$ cat src/rtl/count_seek_pkg.sv
// Shared constants and types for the mod-12 counter seek controller.
package count_seek_pkg;
  localparam int unsigned CNT_MOD = 12;
  localparam int unsigned W       = 4;
  localparam int unsigned MAX_V   = CNT_MOD - 1;

  typedef enum logic [1:0] {
    IDLE = 2'd0,
    SEEK = 2'd1,
    REJ  = 2'd2
  } state_t;

  localparam logic DIR_UP = 1'b0;
  localparam logic DIR_DN = 1'b1;
endpackage

$ cat src/rtl/count_seek_ctrl_mod_dist.sv
// Modular distance from cur to tgt and the direction of the shorter path.
module mod_dist #(
  parameter int unsigned CNT_MOD = 12,
  parameter int unsigned W       = 4
) (
  input  logic [W-1:0] cur,
  input  logic [W-1:0] tgt,
  output logic [W:0]   d,
  output logic         dir
);
  import count_seek_pkg::*;

  logic [W:0] diff;

  always_comb begin
    diff = {1'b0, tgt} - {1'b0, cur};
    // MSB set means tgt < cur; fold back into 0..CNT_MOD-1
    if (diff[W]) d = diff + (W+1)'(CNT_MOD);
    else         d = diff;
    dir = (d > (W+1)'(CNT_MOD / 2)) ? DIR_DN : DIR_UP;
  end
endmodule

$ cat src/rtl/count_seek_ctrl.sv
// Round-robin seek controller driving the control inputs of a mod-12
// loadable up/down counter on behalf of two requesters.
module count_seek_ctrl #(
  parameter int unsigned CNT_MOD = 12,
  parameter int unsigned W       = 4
) (
  input  logic         clk,
  input  logic         rst,
  input  logic         req0,
  input  logic         req1,
  input  logic [W-1:0] tgt0,
  input  logic [W-1:0] tgt1,
  output logic         ack0,
  output logic         ack1,
  output logic         err0,
  output logic         err1,
  output logic         busy,
  input  logic [W-1:0] cnt_q,
  output logic         load_in,
  output logic [W-1:0] data_in,
  output logic         up_down
);
  import count_seek_pkg::*;

  state_t       state, state_n;
  logic         gnt, gnt_n;
  logic [W-1:0] tgt_q, tgt_n;
  logic         dir_q, dir_n;
  logic [W-1:0] hold_q, hold_n;
  logic         last_gnt, last_n;

  logic         pick;
  logic [W-1:0] sel_tgt;
  logic         req_g;
  logic         ack_g, err_g;
  logic [W:0]   dist_d;
  logic         dist_dir;

  assign pick    = (req0 & req1) ? ~last_gnt : req1;
  assign sel_tgt = pick ? tgt1 : tgt0;
  assign req_g   = gnt ? req1 : req0;

  mod_dist #(.CNT_MOD(CNT_MOD), .W(W)) u_dist (
    .cur (cnt_q),
    .tgt (sel_tgt),
    .d   (dist_d),
    .dir (dist_dir)
  );

  always_ff @(posedge clk) begin
    if (rst) begin
      state    <= IDLE;
      gnt      <= 1'b0;
      tgt_q    <= '0;
      dir_q    <= DIR_UP;
      hold_q   <= '0;
      last_gnt <= 1'b1;
    end else begin
      state    <= state_n;
      gnt      <= gnt_n;
      tgt_q    <= tgt_n;
      dir_q    <= dir_n;
      hold_q   <= hold_n;
      last_gnt <= last_n;
    end
  end

  always_comb begin
    state_n = state;
    gnt_n   = gnt;
    tgt_n   = tgt_q;
    dir_n   = dir_q;
    hold_n  = hold_q;
    last_n  = last_gnt;
    load_in = 1'b1;
    data_in = hold_q;
    up_down = DIR_UP;
    busy    = 1'b0;
    ack_g   = 1'b0;
    err_g   = 1'b0;

    case (state)
      IDLE: begin
        if (req0 | req1) begin
          gnt_n  = pick;
          last_n = pick;
          tgt_n  = sel_tgt;
          if (32'(sel_tgt) >= CNT_MOD) begin
            state_n = REJ;
          end else begin
            dir_n   = (dist_d == '0) ? DIR_UP : dist_dir;
            state_n = SEEK;
          end
        end
      end
      SEEK: begin
        busy = 1'b1;
        if (cnt_q == tgt_q) begin
          data_in = tgt_q;
          ack_g   = 1'b1;
          hold_n  = tgt_q;
          state_n = IDLE;
        end else if (!req_g) begin
          data_in = cnt_q;
          hold_n  = cnt_q;
          state_n = IDLE;
        end else begin
          load_in = 1'b0;
          up_down = dir_q;
        end
      end
      REJ: begin
        busy    = 1'b1;
        ack_g   = 1'b1;
        err_g   = 1'b1;
        state_n = IDLE;
      end
      default: state_n = IDLE;
    endcase
  end

  // Masked during rst so an in-flight seek never completes while resetting.
  assign ack0 = ack_g & ~gnt & ~rst;
  assign ack1 = ack_g &  gnt & ~rst;
  assign err0 = err_g & ~gnt & ~rst;
  assign err1 = err_g &  gnt & ~rst;
endmodule

$ cat config.mk
export PLATFORM = sky130hd
export DESIGN_NAME = count_seek_ctrl
export DESIGN_NICKNAME = d
export VERILOG_FILES = /design/src/rtl/count_seek_pkg.sv /design/src/rtl/count_seek_ctrl_mod_dist.sv /design/src/rtl/count_seek_ctrl.sv
export SDC_FILE = /design/constraint.sdc
export NUM_CORES = 1
export LEC_CHECK = 0
export BUFFER_PORTS_ARGS = -buffer_cell sky130_fd_sc_hd__buf_4
export CORE_UTILIZATION = 25
export CTS_CLUSTER_SIZE = 40
export DETAILED_ROUTE_END_ITERATION = 8
export MAX_ROUTING_LAYER = met4
export PLACE_DENSITY_LB_ADDON = 0.1
export SETUP_SLACK_MARGIN = 0.4
export SYNTH_ARGS = -nofsm -noshare
export SYNTH_HDL_FRONTEND = slang
export SYNTH_SLANG_ARGS = --single-unit
$ cat constraint.sdc
create_clock -name clk -period 3.2 [get_ports clk]
set_input_delay 0.32 -clock clk [delete_from_list [all_inputs] [get_ports clk]]
set_output_delay 0.32 -clock clk [all_outputs]
set_load 0.1 [all_outputs]
# ---- Yosys cells after proc, flatten, opt, wreduce, memory -nomap -nowiden
# Cells that the tools add are included.
dict set report classes {
  bitwise_logic 14
  n_lt_le_gt_ge 2
  n_reduce_logical 6
  n_eq_ne 5
  addsub 2
  mux 24
}
# op n
set ops {}
lappend ops {{4-bit 2-to-1 mux} 4}
lappend ops {{1-bit 2-to-1 mux} 13}
lappend ops {{1-bit AND} 9}
lappend ops {{2-bit 2-to-1 mux} 4}
lappend ops {{5-bit by 4-bit adder with 5-bit output (second input constant)} 1}
lappend ops {{5-bit by 3-bit greater-than comparator with 1-bit output (second input constant)} 1}
lappend ops {{5-bit logical NOT} 1}
lappend ops {{5-bit 2-to-1 mux} 1}
lappend ops {{4-bit by 4-bit subtractor with 5-bit output} 1}
lappend ops {{4-bit == test} 1}
lappend ops {{4-bit >= comparator (second input constant)} 1}
lappend ops {{1-bit inverter} 4}
lappend ops {{2-bit one-hot mux with 2 select lines} 1}
lappend ops {{2-bit AND reduction} 2}
lappend ops {{3-bit != test (second input constant)} 1}
lappend ops {{3-bit AND reduction} 1}
lappend ops {{2-bit by 1-bit == test with 1-bit output (second input constant)} 1}
lappend ops {{2-bit == test (second input constant)} 1}
lappend ops {{2-bit logical NOT} 1}
lappend ops {{2-bit != test (second input constant)} 1}
lappend ops {{1-bit one-hot mux with 2 select lines} 1}
lappend ops {{2-bit OR reduction} 1}
lappend ops {{1-bit OR} 1}
dict set report word_totals {
  out_inout_bits 11
  regBits 13
}

# ---- Depth between registers and ports, before layout
dict set report depth {
  word_depth 9
  ltp_mapped 13
  mapped_depth_nobuf 13
}

# ---- Modules after synthesis
# Synthesis repeated with hierarchy kept, for this count alone.
dict set report unflattened {
  hier_cells 136
  area_unflattened_um2 1124.8
}
# module area_each_um2 cells_per_inst seq_area_each_um2 instances
set by_module_without_submodules {}
lappend by_module_without_submodules {count_seek_ctrl 853.3 104 260.2 1}
lappend by_module_without_submodules {mod_dist 271.5 32 0.0 1}

# ---- Worst setup path before layout
# Ideal clock, no wire load.
dict set report synth_timing {
  path_type {flip-flop to output port}
  from {register state[0]}
  to {output ack1}
  path_slack_ns -0.853
  stages_incl_launch_ff 5
  required_ns 2.880
  n_path_buf 0
  arrival_time_ns 3.733
  path_cell_list {dfxtp_1 > inv_1 > ha_1 > o21ai_0 > nor3b_1}
}
dict set report synth_between {
  elab_chain_cells 4
  elab_cells_between_ends 5
}
# element line_no
set synth_rtl {}
lappend synth_rtl {{start, declared} count_seek_ctrl.sv:25} ;# state_t state, state_n;
lappend synth_rtl {{start signal, assigned} count_seek_ctrl.sv:59} ;# state <= state_n;
lappend synth_rtl {{2-bit == test / 2-bit by 1-bit == test with 1-bit output (equally long branches)} count_seek_ctrl.sv:82} ;# case (state)
lappend synth_rtl {{1-bit one-hot mux with 2 select lines *} count_seek_ctrl.sv:82}
lappend synth_rtl {{1-bit AND * (2 in a row)} count_seek_ctrl.sv:124} ;# assign ack1 = ack_g & gnt & ~rst;
lappend synth_rtl {{end, declared} count_seek_ctrl.sv:14} ;# output logic ack1,
# Mark *: on every way between the ends. The rest lies on a longest branch, timed or not.

# ---- Worst setup path in the final report
dict set report layout_timing {
  from {register last_gnt}
  to {register dir_q}
}
dict set report layout_between {
  elab_chain_cells 9
  elab_cells_between_ends 13
}
# element line_no
set layout_rtl {}
lappend layout_rtl {{start, declared} count_seek_ctrl.sv:30} ;# logic last_gnt, last_n;
lappend layout_rtl {{start signal, assigned} count_seek_ctrl.sv:64} ;# last_gnt <= last_n;
lappend layout_rtl {{1-bit inverter *} count_seek_ctrl.sv:39} ;# assign pick = (req0 & req1) ? ~last_gnt : req1;
lappend layout_rtl {{1-bit 2-to-1 mux *} count_seek_ctrl.sv:39}
lappend layout_rtl {{4-bit 2-to-1 mux *} count_seek_ctrl.sv:40} ;# assign sel_tgt = pick ? tgt1 : tgt0;
lappend layout_rtl {{named net sel_tgt[2]} count_seek_ctrl.sv:33} ;# logic [W-1:0] sel_tgt;
lappend layout_rtl {{4-bit by 4-bit subtractor with 5-bit output} count_seek_ctrl_mod_dist.sv:16} ;# diff = {1'b0, tgt} - {1'b0, cur};
lappend layout_rtl {{5-bit by 4-bit adder with 5-bit output} count_seek_ctrl_mod_dist.sv:18} ;# if (diff[W]) d = diff + (W+1)'(CNT_MOD);
lappend layout_rtl {{5-bit 2-to-1 mux} count_seek_ctrl_mod_dist.sv:18}
lappend layout_rtl {{5-bit by 3-bit greater-than comparator with 1-bit output} count_seek_ctrl_mod_dist.sv:20} ;# dir = (d > (W+1)'(CNT_MOD / 2)) ? DIR_DN : DIR_UP;
lappend layout_rtl {{1-bit 2-to-1 mux} count_seek_ctrl_mod_dist.sv:20}
lappend layout_rtl {{1-bit 2-to-1 mux} count_seek_ctrl.sv:91} ;# dir_n = (dist_d == '0) ? DIR_UP : dist_dir;
lappend layout_rtl {{end signal, assigned} count_seek_ctrl.sv:62} ;# dir_q <= dir_n;
lappend layout_rtl {{end, declared} count_seek_ctrl.sv:28} ;# logic dir_q, dir_n;
# The timed path passes the listed nets; every way through them passes the cells marked *.
# A chain may end at the register's enable or synchronous reset.

==> reports/results.txt <==
Status - finished clean
Core area - 3800 um2
CTS tree - built
Clock-pin transition on the worst setup and hold timing paths - 0.05 ns
GP Congestion - 0.785
Post-Route WL - 2720 um
Critical path's slowest cell - mux2_2
DR pass1 iterations - 4
Fillers - 417
Post-route insts no fill - 207
Nets@finish - 185
Mapped cell area - 1030 um2
CP startpoint kind - flip-flop
1st-iter DRT viols - 29
Max Freq - 0.384 GHz
Area Growth Syn to Fin - 30.9%
Setup Skew - 0.00277 ns
Yosys cell types - 35
CTS Sinks - 13
Tmin final - 2.61 ns
I/O Buffers - 26
Syn. warnings - 0
Syn Area/Cell - 7.85 um2
Clk root buf - clkbuf_8
WP buf/inv - 1
Row Count - 22
Most common cell after layout, fill and taps aside - buf_4
Syn Nets - 156
Setup WS pre-CTS - 0.428 ns
Number of global-route vias before repair - 1009
Tcrit/Tclk final - 0.815
Slew @ Worst Pin - 0.566 ns
Setup Crit Path Kind - reg2reg
Hold_buf cts - 0
Vias per cell - 4.92
Power, Total - 0.000695 W
Crit-path leading delay family - compound AO/OA/AOI/OAI gates
Antenna violations before repair - 0
Layout cell share with drive strength beyond 1 - 0.283
Cell Pwr Density - 516 nW/um2
Die area - 4370 um2
Placed cells - 202
Wire per inst - 13.2 um
Final hold slack - 0.417 ns
Most frequent cells in the layout - buf_4, a21oi_1, dfxtp_1, nand2_1, nor2_1
Worst skew pair latency - 0.25 ns
Leak - 0.585 nW
CTS max path bufs - 2
Sequential area share after synthesis - 0.253
Initial core utilization - 0.271
RSZ-0062 raised after global routing - false
CP Data Required Time - 3.36 ns
Hold Path Class - in2reg
Max IR drop VDD - 132 uV
First-pass GRT wire length - 4660 um
Final-report setup violation count - 0
Max-cap violations - 0
CP max FO - 7
Fin worst setup slack - 0.593 ns
DIE WIDTH - 66.1 um
Synth Register Bits - 13
Final Max Tran Viols - 0
Antenna-violating nets left - 0
H-tree lvl count - 1
Gr usage total - 0.147
Post-DP HPWL - 2170 um
Relative slew slack - 0.619
Setup total negative slack - 0 ns
Overflow after GRT - 0
Final routed DRC violation total - 0
Hold Fails Final Rpt - 0
Die Ht - 66.1 um
Worst-path cell chain - a21boi_2 > buf_4 > mux2_2 > ha_1 > o21ai_0 > nand2b_1 > xnor2_1 > ha_1 > nand3_1 > o221ai_1 > a311oi_1
Max incr delay on CP - 0.36 ns
CP Capture Type - flip-flop
Ant. Diodes - 0
Critical Path AT - 2.76 ns
Ports - 27
Top cell by count, worst path - ha_1
Largest net degree at the start of global routing - 20
TritonCTS Buffers - 3
Synth Instances - 131
Vias - 1018
## kinds of logic after synthesis
group           share of synthesized area
compound gates                      0.198
xor+xnor                           0.0511
fa+ha+maj                           0.117
buf+inv                            0.0450
flops                               0.253
mux                                0.0620
simple gates                        0.274
## layer usage
layer | part of all wire | vias to the layer above | wire length (um) | GRT usage
li1 | - | 520 | - | -
met1 | 0.50 | 470 | 1350 | 0.181
met2 | 0.45 | 23 | 1220 | 0.236
met3 | 0.033 | 5 | 90 | 0.0172
met4 | 0.021 | 0 | 58 | 0.0718
met5 | 0 | - | 0 | -
## synthesized netlist by cell type, drive strengths merged
cell type	instances	area [um2]
o31ai	2	15.0
mux2	3	33.8
nand3	5	25.0
nor3	3	15.0
and3b	1	8.76
and2	2	15.0
o22ai	1	6.26
or2	1	6.26
nor4	1	21.3
o21ai	4	20.0
a31oi	2	12.5
a311oi	2	17.5
a21oi	16	80.1
o21ba	1	10.0
xor2	5	43.8
nor2	13	51.3
fa	1	20.0
a21boi	1	11.3
dfxtp	13	260
nand2	12	45.0
ha	8	100
nand2b	5	31.3
clkbuf	3	11.3
nand3b	1	7.51
mux2i	3	30.0
nor3b	3	22.5
a22oi	1	7.51
xnor2	1	8.76
a211oi	2	15.0
or4	1	7.51
nor2b	4	25.0
inv	8	30.0
o221ai	1	8.76
buf	1	5.00
## timing repair
item | in CTS | in global routing
endpoints found under the setup margin | 0 | 1
buffers inserted | 0 | 1
resized for setup | 0 | 1
## flip-flops by register name, indices dropped and copies added (netlist names)
register	count
dir_q	1
tgt_q	4
last_gnt	1
state	2
hold_q	4
gnt	1
## area by class of cell
| cell class | instances | area, um2 | share of cell area |
|---|---|---|---|
| Clock buffer | 4 | 45.0 | 0.0335 |
| Inverter | 8 | 30.0 | 0.0223 |
| Multi-Input combinational cell | 106 | 741 | 0.550 |
| Sequential cell | 13 | 260 | 0.193 |
| Tap cell | 48 | 60.1 | 0.0446 |
| Timing Repair Buffer | 28 | 210 | 0.156 |
## through the flow
| step | utilization | area, um2 |
|---|---|---|
| 2_1_floorplan | - | 1040 |
| 3_3_place_gp | 0.340 | 1290 |
| 3_5_place_dp | 0.340 | 1290 |
| 4_1_cts | 0.351 | 1340 |
| 5_1_grt | 0.354 | 1350 |
| 6_report | 0.354 | 1350 |
## final timing paths
| kind | start | slack [ns] | endpoint | cells after the start |
|---|---|---|---|---|
| max reg2reg | last_gnt$_SDFFE_PP1P_ | 0.59 | dir_q$_SDFFE_PP0P_ | 11 |
| min | rst | 0.42 | gnt$_SDFFE_PP0P_ | 2 |
| max | last_gnt$_SDFFE_PP1P_ | 0.59 | dir_q$_SDFFE_PP0P_ | 11 |
| min reg2reg | hold_q[2]$_SDFF_PP0_ | 0.50 | hold_q[2]$_SDFF_PP0_ | 2 |
## power breakdown
| part | switching (W) | internal (W) | total, W |
|---|---|---|---|
| clock | 0.0000616 | 0.0000881 | 0.000150 |
| sequential | 0.0000176 | 0.000184 | 0.000201 |
| combinational | 0.000232 | 0.000112 | 0.000344 |
Note: power is estimated with default switching activity, not from simulation.
